**src/rtl/nts_api_arbiter.sv**
```systemverilog
// Two-requester round-robin arbiter in front of a single-outstanding downstream API port.
// Each transaction is issued once and then completed by a read-data valid or by a timeout abort.
module nts_api_arbiter #(
    parameter logic [7:0] TIMEOUT_CYCLES = 8'd16
) (
    input  logic        i_clk,
    input  logic        i_areset,

    input  logic        i_req0_cs,
    input  logic        i_req0_we,
    input  logic [11:0] i_req0_address,
    input  logic [31:0] i_req0_write_data,
    output logic        o_req0_ack,
    output logic        o_req0_error,

    input  logic        i_req1_cs,
    input  logic        i_req1_we,
    input  logic [11:0] i_req1_address,
    input  logic [31:0] i_req1_write_data,
    output logic        o_req1_ack,
    output logic        o_req1_error,

    output logic [31:0] o_read_data,

    output logic        o_api_cs,
    output logic        o_api_we,
    output logic [11:0] o_api_address,
    output logic [31:0] o_api_write_data,
    input  logic [31:0] i_api_read_data,
    input  logic        i_api_read_data_valid,
    input  logic        i_api_busy,

    output logic [15:0] o_timeout_count
);

    typedef enum logic [1:0] {
        IDLE,
        ISSUE,
        WAIT,
        DONE
    } state_t;

    state_t     state;
    logic       grant;
    logic       prio;
    logic [7:0] wait_cnt;
    logic [7:0] wait_next;

    logic       pick_valid;
    logic       pick;

    // On a tie the requester named by prio wins; prio always points away from the last one served.
    always_comb begin
        pick_valid = i_req0_cs | i_req1_cs;
        pick       = 1'b0;
        if (i_req0_cs && i_req1_cs) begin
            pick = prio;
        end else begin
            pick = i_req1_cs;
        end
        wait_next = wait_cnt + 8'd1;
    end

    always_ff @(posedge i_clk or posedge i_areset) begin
        if (i_areset) begin
            state            <= IDLE;
            grant            <= 1'b0;
            prio             <= 1'b0;
            wait_cnt         <= 8'd0;
            o_req0_ack       <= 1'b0;
            o_req1_ack       <= 1'b0;
            o_req0_error     <= 1'b0;
            o_req1_error     <= 1'b0;
            o_read_data      <= 32'd0;
            o_api_cs         <= 1'b0;
            o_api_we         <= 1'b0;
            o_api_address    <= 12'd0;
            o_api_write_data <= 32'd0;
            o_timeout_count  <= 16'd0;
        end else begin
            o_req0_ack <= 1'b0;
            o_req1_ack <= 1'b0;
            o_api_cs   <= 1'b0;

            case (state)
                IDLE: begin
                    if (pick_valid && !i_api_busy) begin
                        grant            <= pick;
                        prio             <= ~pick;
                        o_api_we         <= pick ? i_req1_we : i_req0_we;
                        o_api_address    <= pick ? i_req1_address : i_req0_address;
                        o_api_write_data <= pick ? i_req1_write_data : i_req0_write_data;
                        o_api_cs         <= 1'b1;
                        state            <= ISSUE;
                    end
                end

                ISSUE: begin
                    wait_cnt <= 8'd0;
                    state    <= WAIT;
                end

                // Valid is tested first so a response in the final allowed cycle still completes cleanly.
                WAIT: begin
                    if (i_api_read_data_valid) begin
                        o_read_data  <= i_api_read_data;
                        o_req0_error <= 1'b0;
                        o_req1_error <= 1'b0;
                        o_req0_ack   <= ~grant;
                        o_req1_ack   <= grant;
                        state        <= DONE;
                    end else if (wait_next == TIMEOUT_CYCLES) begin
                        o_read_data  <= 32'd0;
                        o_req0_error <= ~grant;
                        o_req1_error <= grant;
                        o_req0_ack   <= ~grant;
                        o_req1_ack   <= grant;
                        if (o_timeout_count != 16'hFFFF) begin
                            o_timeout_count <= o_timeout_count + 16'd1;
                        end
                        state        <= DONE;
                    end else begin
                        wait_cnt <= wait_next;
                    end
                end

                DONE: begin
                    o_req0_error <= 1'b0;
                    o_req1_error <= 1'b0;
                    state        <= IDLE;
                end

                default: begin
                    state <= IDLE;
                end
            endcase
        end
    end

endmodule

```
**config.mk**
```make
export PLATFORM = sky130hd
export DESIGN_NAME = nts_api_arbiter
export DESIGN_NICKNAME = d
export VERILOG_FILES = /design/src/rtl/nts_api_arbiter.sv
export SDC_FILE = /design/constraint.sdc
export NUM_CORES = 1
export LEC_CHECK = 0
export CAP_MARGIN = 20
export CORE_ASPECT_RATIO = 1.5
export CORE_MARGIN = 2
export CORE_UTILIZATION = 45
export DETAILED_ROUTE_END_ITERATION = 8
export PLACE_DENSITY = 0.84
export SYNTH_ARGS = -nofsm -noshare
export SYNTH_HDL_FRONTEND = slang
export SYNTH_SLANG_ARGS = --single-unit
```
**constraint.sdc**
```tcl
create_clock -name i_clk -period 6.5 [get_ports i_clk]
set_clock_uncertainty 0.2 [all_clocks]
set_input_delay 1.3 -clock i_clk [delete_from_list [all_inputs] [get_ports i_clk]]
set_output_delay 1.3 -clock i_clk [all_outputs]
set_load 0.005 [all_outputs]
```
==> results.toml <==
[grt]
grt_max_degree = 72
grt_pass1_wl_um = 21700
grt_overflow_total = 0
grt_util_all_layers_pct = 22.7
antenna_found_initial = 0
grt_pass1_vias = 4386

[routing]
wl_met1_um = 4920
routedWlPerCell_um = 16.6
routed-wl-met2_um = 7090
top_layer = "met4"
drc_errors = 0
dr.pass1.iters = 4
drt_wl_total_um = 13400
routed_via_density = 5.27
drt_iter0_drc = 191
drtAntennaViolNets = 0
dr_wl_met3_um = 807
vias = 4251

[worst_hold_path]
min_path_type = "reg -> reg"
worstHoldPathCells = 2

[placement]
io_buffers = 225
hpwl_um = 9800
gp_congestion = 0.809
place_area_um2 = 7290

[pwr]
finalPower_mw = 2.77
power_density_nw_per_um2 = 361
peakVddDrop_v = 0.000196
p_leak_nw = 3.46

[clocking]
htreeDepth = 3
ctsResizeCount = 0
root_buffer = "clkbuf_16"
clock_sinks = 110
cts_setup_buffers = 0
cts_buffer_depth = 2
holdBufCountCts = 0
tritoncts = "yes"
clk_pin_slew_worst_paths_ps = 80
numCtsBuffers = 9
clk_latency_ps = 350

[final_layout]
final_cell_mix = "225 x clkdlybuf4s50_1, 110 x dfrtp_1, 54 x o21ai_0, 53 x nand2_1, 45 x mux2i_1"
design_area_um2 = 7670
nets = 791
syn2layout_area_growth_pct = 54.5
drive_gt1_share_pct = 5.15
antennaDiodeCount = 0
final_common_cell = "clkdlybuf4s50_1"

[synth]
yosys_warnings = 0
synth_cell_types = 46
ys_ff_latch = 110
syn_area_um2 = 4960
ys_seq_area_share_pct = 55.4
syn_inst = 440
syn_nets = 576
syn_area_per_cell_um2 = 11.3

[sta]
finalHoldViolations = 0
max_freq_mhz = 296
tns_ps = 0
period_needed_ps = 3370
tightest_slew_ps = 856
fin_crit_sh_pct = 51.9
slew_violations = 0
rsz0062_at_grt = "no"
maxSlewHeadroom_pct = 42.7
setup-violations-final = 0

[setup_path]
arrival_ps = 3390
critPathKind = "in -> reg"
critPathCaptureType = "register"
start_kind = "input port"
path_cells = "clkdlybuf4s50_1 > o21bai_1 > inv_1 > nand2_2 > buf_4 > o21ai_0"
crit_buf_inv = 3
crit_slowest_cell = "nand2_2"
path_max_fanout = 48
rr_worst_depth = 7
critPathTopFamily = "buffers and inverters"
worst-path-stages = 6
critPathRequiredTime_ps = 6510
max_stage_delay_ps = 560

[die]
fp.coreArea_um2 = 10900
rows = 47
fp.dieH_um = 133
start_util_pct = 45.6
fp.dieW_um = 89.8
die_area_um2 = 11900
io_pins = 226

[flow_run]
max-cap-violations = 0

[status]
outcome = "finished, final reports clean"
==> per-layer routing <==
metal / vias up / global-route usage (%)
met5: - / 0
met4: 0 / 12.8
met3: 38 / 5.24
met2: 170 / 39.7
met1: 2041 / 25.6
li1: 2002 / -
==> worst min-delay path, cell delays in order, from the launching register on <==
cell     delay [ps]
dfrtp_1         350
nand2_1          40
o21ai_0          60
==> power by group <==
part / switching, mW / internal [mW] / leakage (nW) / total (mW)
Combinational: 0.433 / 0.645 / 1.88 / 1.08
Sequential: 0.149 / 0.929 / 1.41 / 1.08
Clock: 0.268 / 0.348 / 0.165 / 0.616
Total: 0.850 / 1.92 / 3.46 / 2.77
==> kinds of logic (layout without fill, tap and decap cells) <==
group                    Yosys count  in the layout  synth area share [%]
AO/OA/AOI/OAI                    108            108                  14.8
XOR/XNOR                          16             16                  2.82
adder cells (fa/ha/maj)            8              8                  2.02
buffers and inverters             40            260                  4.06
flip-flops                       110            110                  55.4
multiplexers                      49             49                  9.98
AND/OR/NAND/NOR                  109            109                  10.9
==> cell type report <==
class                           instances  area [µm²]
Multi-Input combinational cell        290        2020
Tap cell                              147         184
Clock buffer                            9         225
Timing Repair Buffer                  231        2320
Clock inverter                          7         109
Sequential cell                       110        2750
Inverter                               13        51.3
Fill cell                             811        3210
==> worst paths after layout <==
kind / from / endpoint / slack [ps]
max in group asynchronous: i_areset / o_api_write_data[15] / 3760
min reg2reg: o_api_write_data[9] / o_api_write_data[9] / 280
min: o_api_write_data[9] / o_api_write_data[9] / 280
max: i_req1_cs / o_api_write_data[16] / 3130
max reg2reg: wait_cnt[0] / o_timeout_count[1] / 3890
min in group asynchronous: i_areset / o_read_data[19] / 1270
==> Yosys cell counts (all sizes together) <==
| cell type | number | share of area [%] |
|---|---|---|
| o31ai | 1 | 0.15 |
| mux2 | 4 | 0.91 |
| buf | 12 | 1.9 |
| a22o | 32 | 5.6 |
| mux2i | 45 | 9.1 |
| dfrtp | 110 | 55 |
| inv | 13 | 0.98 |
| o21ai | 57 | 6.0 |
| o211ai | 1 | 0.15 |
| nand3b | 1 | 0.15 |
| a32oi | 3 | 0.53 |
| a41oi | 2 | 0.35 |
| clkbuf | 15 | 1.2 |
| and4 | 5 | 0.93 |
| a31oi | 3 | 0.38 |
| xor2 | 1 | 0.18 |
| nand4 | 10 | 1.3 |
| and3 | 5 | 0.63 |
| nor3 | 3 | 0.30 |
| nand2b | 3 | 0.38 |
| o22ai | 1 | 0.13 |
| nand3 | 7 | 0.71 |
| o2bb2ai | 2 | 0.35 |
| nor2 | 9 | 0.68 |
| a22oi | 2 | 0.30 |
| xnor2 | 15 | 2.6 |
| a211oi | 1 | 0.40 |
| nor4 | 1 | 0.13 |
| a211o | 1 | 0.18 |
| and2 | 5 | 0.66 |
| o21bai | 1 | 0.15 |
| ha | 8 | 2.0 |
| nand2 | 54 | 4.1 |
| a21oi | 1 | 0.10 |
| nor4b | 2 | 0.48 |
| nor2b | 1 | 0.13 |
| or3 | 3 | 0.38 |
==> state kept, by name (all words and copies together) (netlist names) <==
name / count
o_req0_error: 1
prio: 1
grant: 1
o_read_data: 32
o_api_we: 1
wait_cnt: 8
o_timeout_count: 16
o_req0_ack: 1
o_api_write_data: 32
o_req1_ack: 1
o_req1_error: 1
state: 2
o_api_cs: 1
o_api_address: 12
==> stage by stage <==
stage          util, %  std cells  setup slack (ps)  hold WS, ps
2_1_floorplan        -        440              2100          243
3_3_place_gp      67.0        788              2620          260
3_5_place_dp      67.0        788              2520          269
4_1_cts           70.1        804              2870          287
5_1_grt           70.5        807              2870          309
6_report          70.5        807              3130          281
No activity file was read; power rests on OpenSTA's default activity.
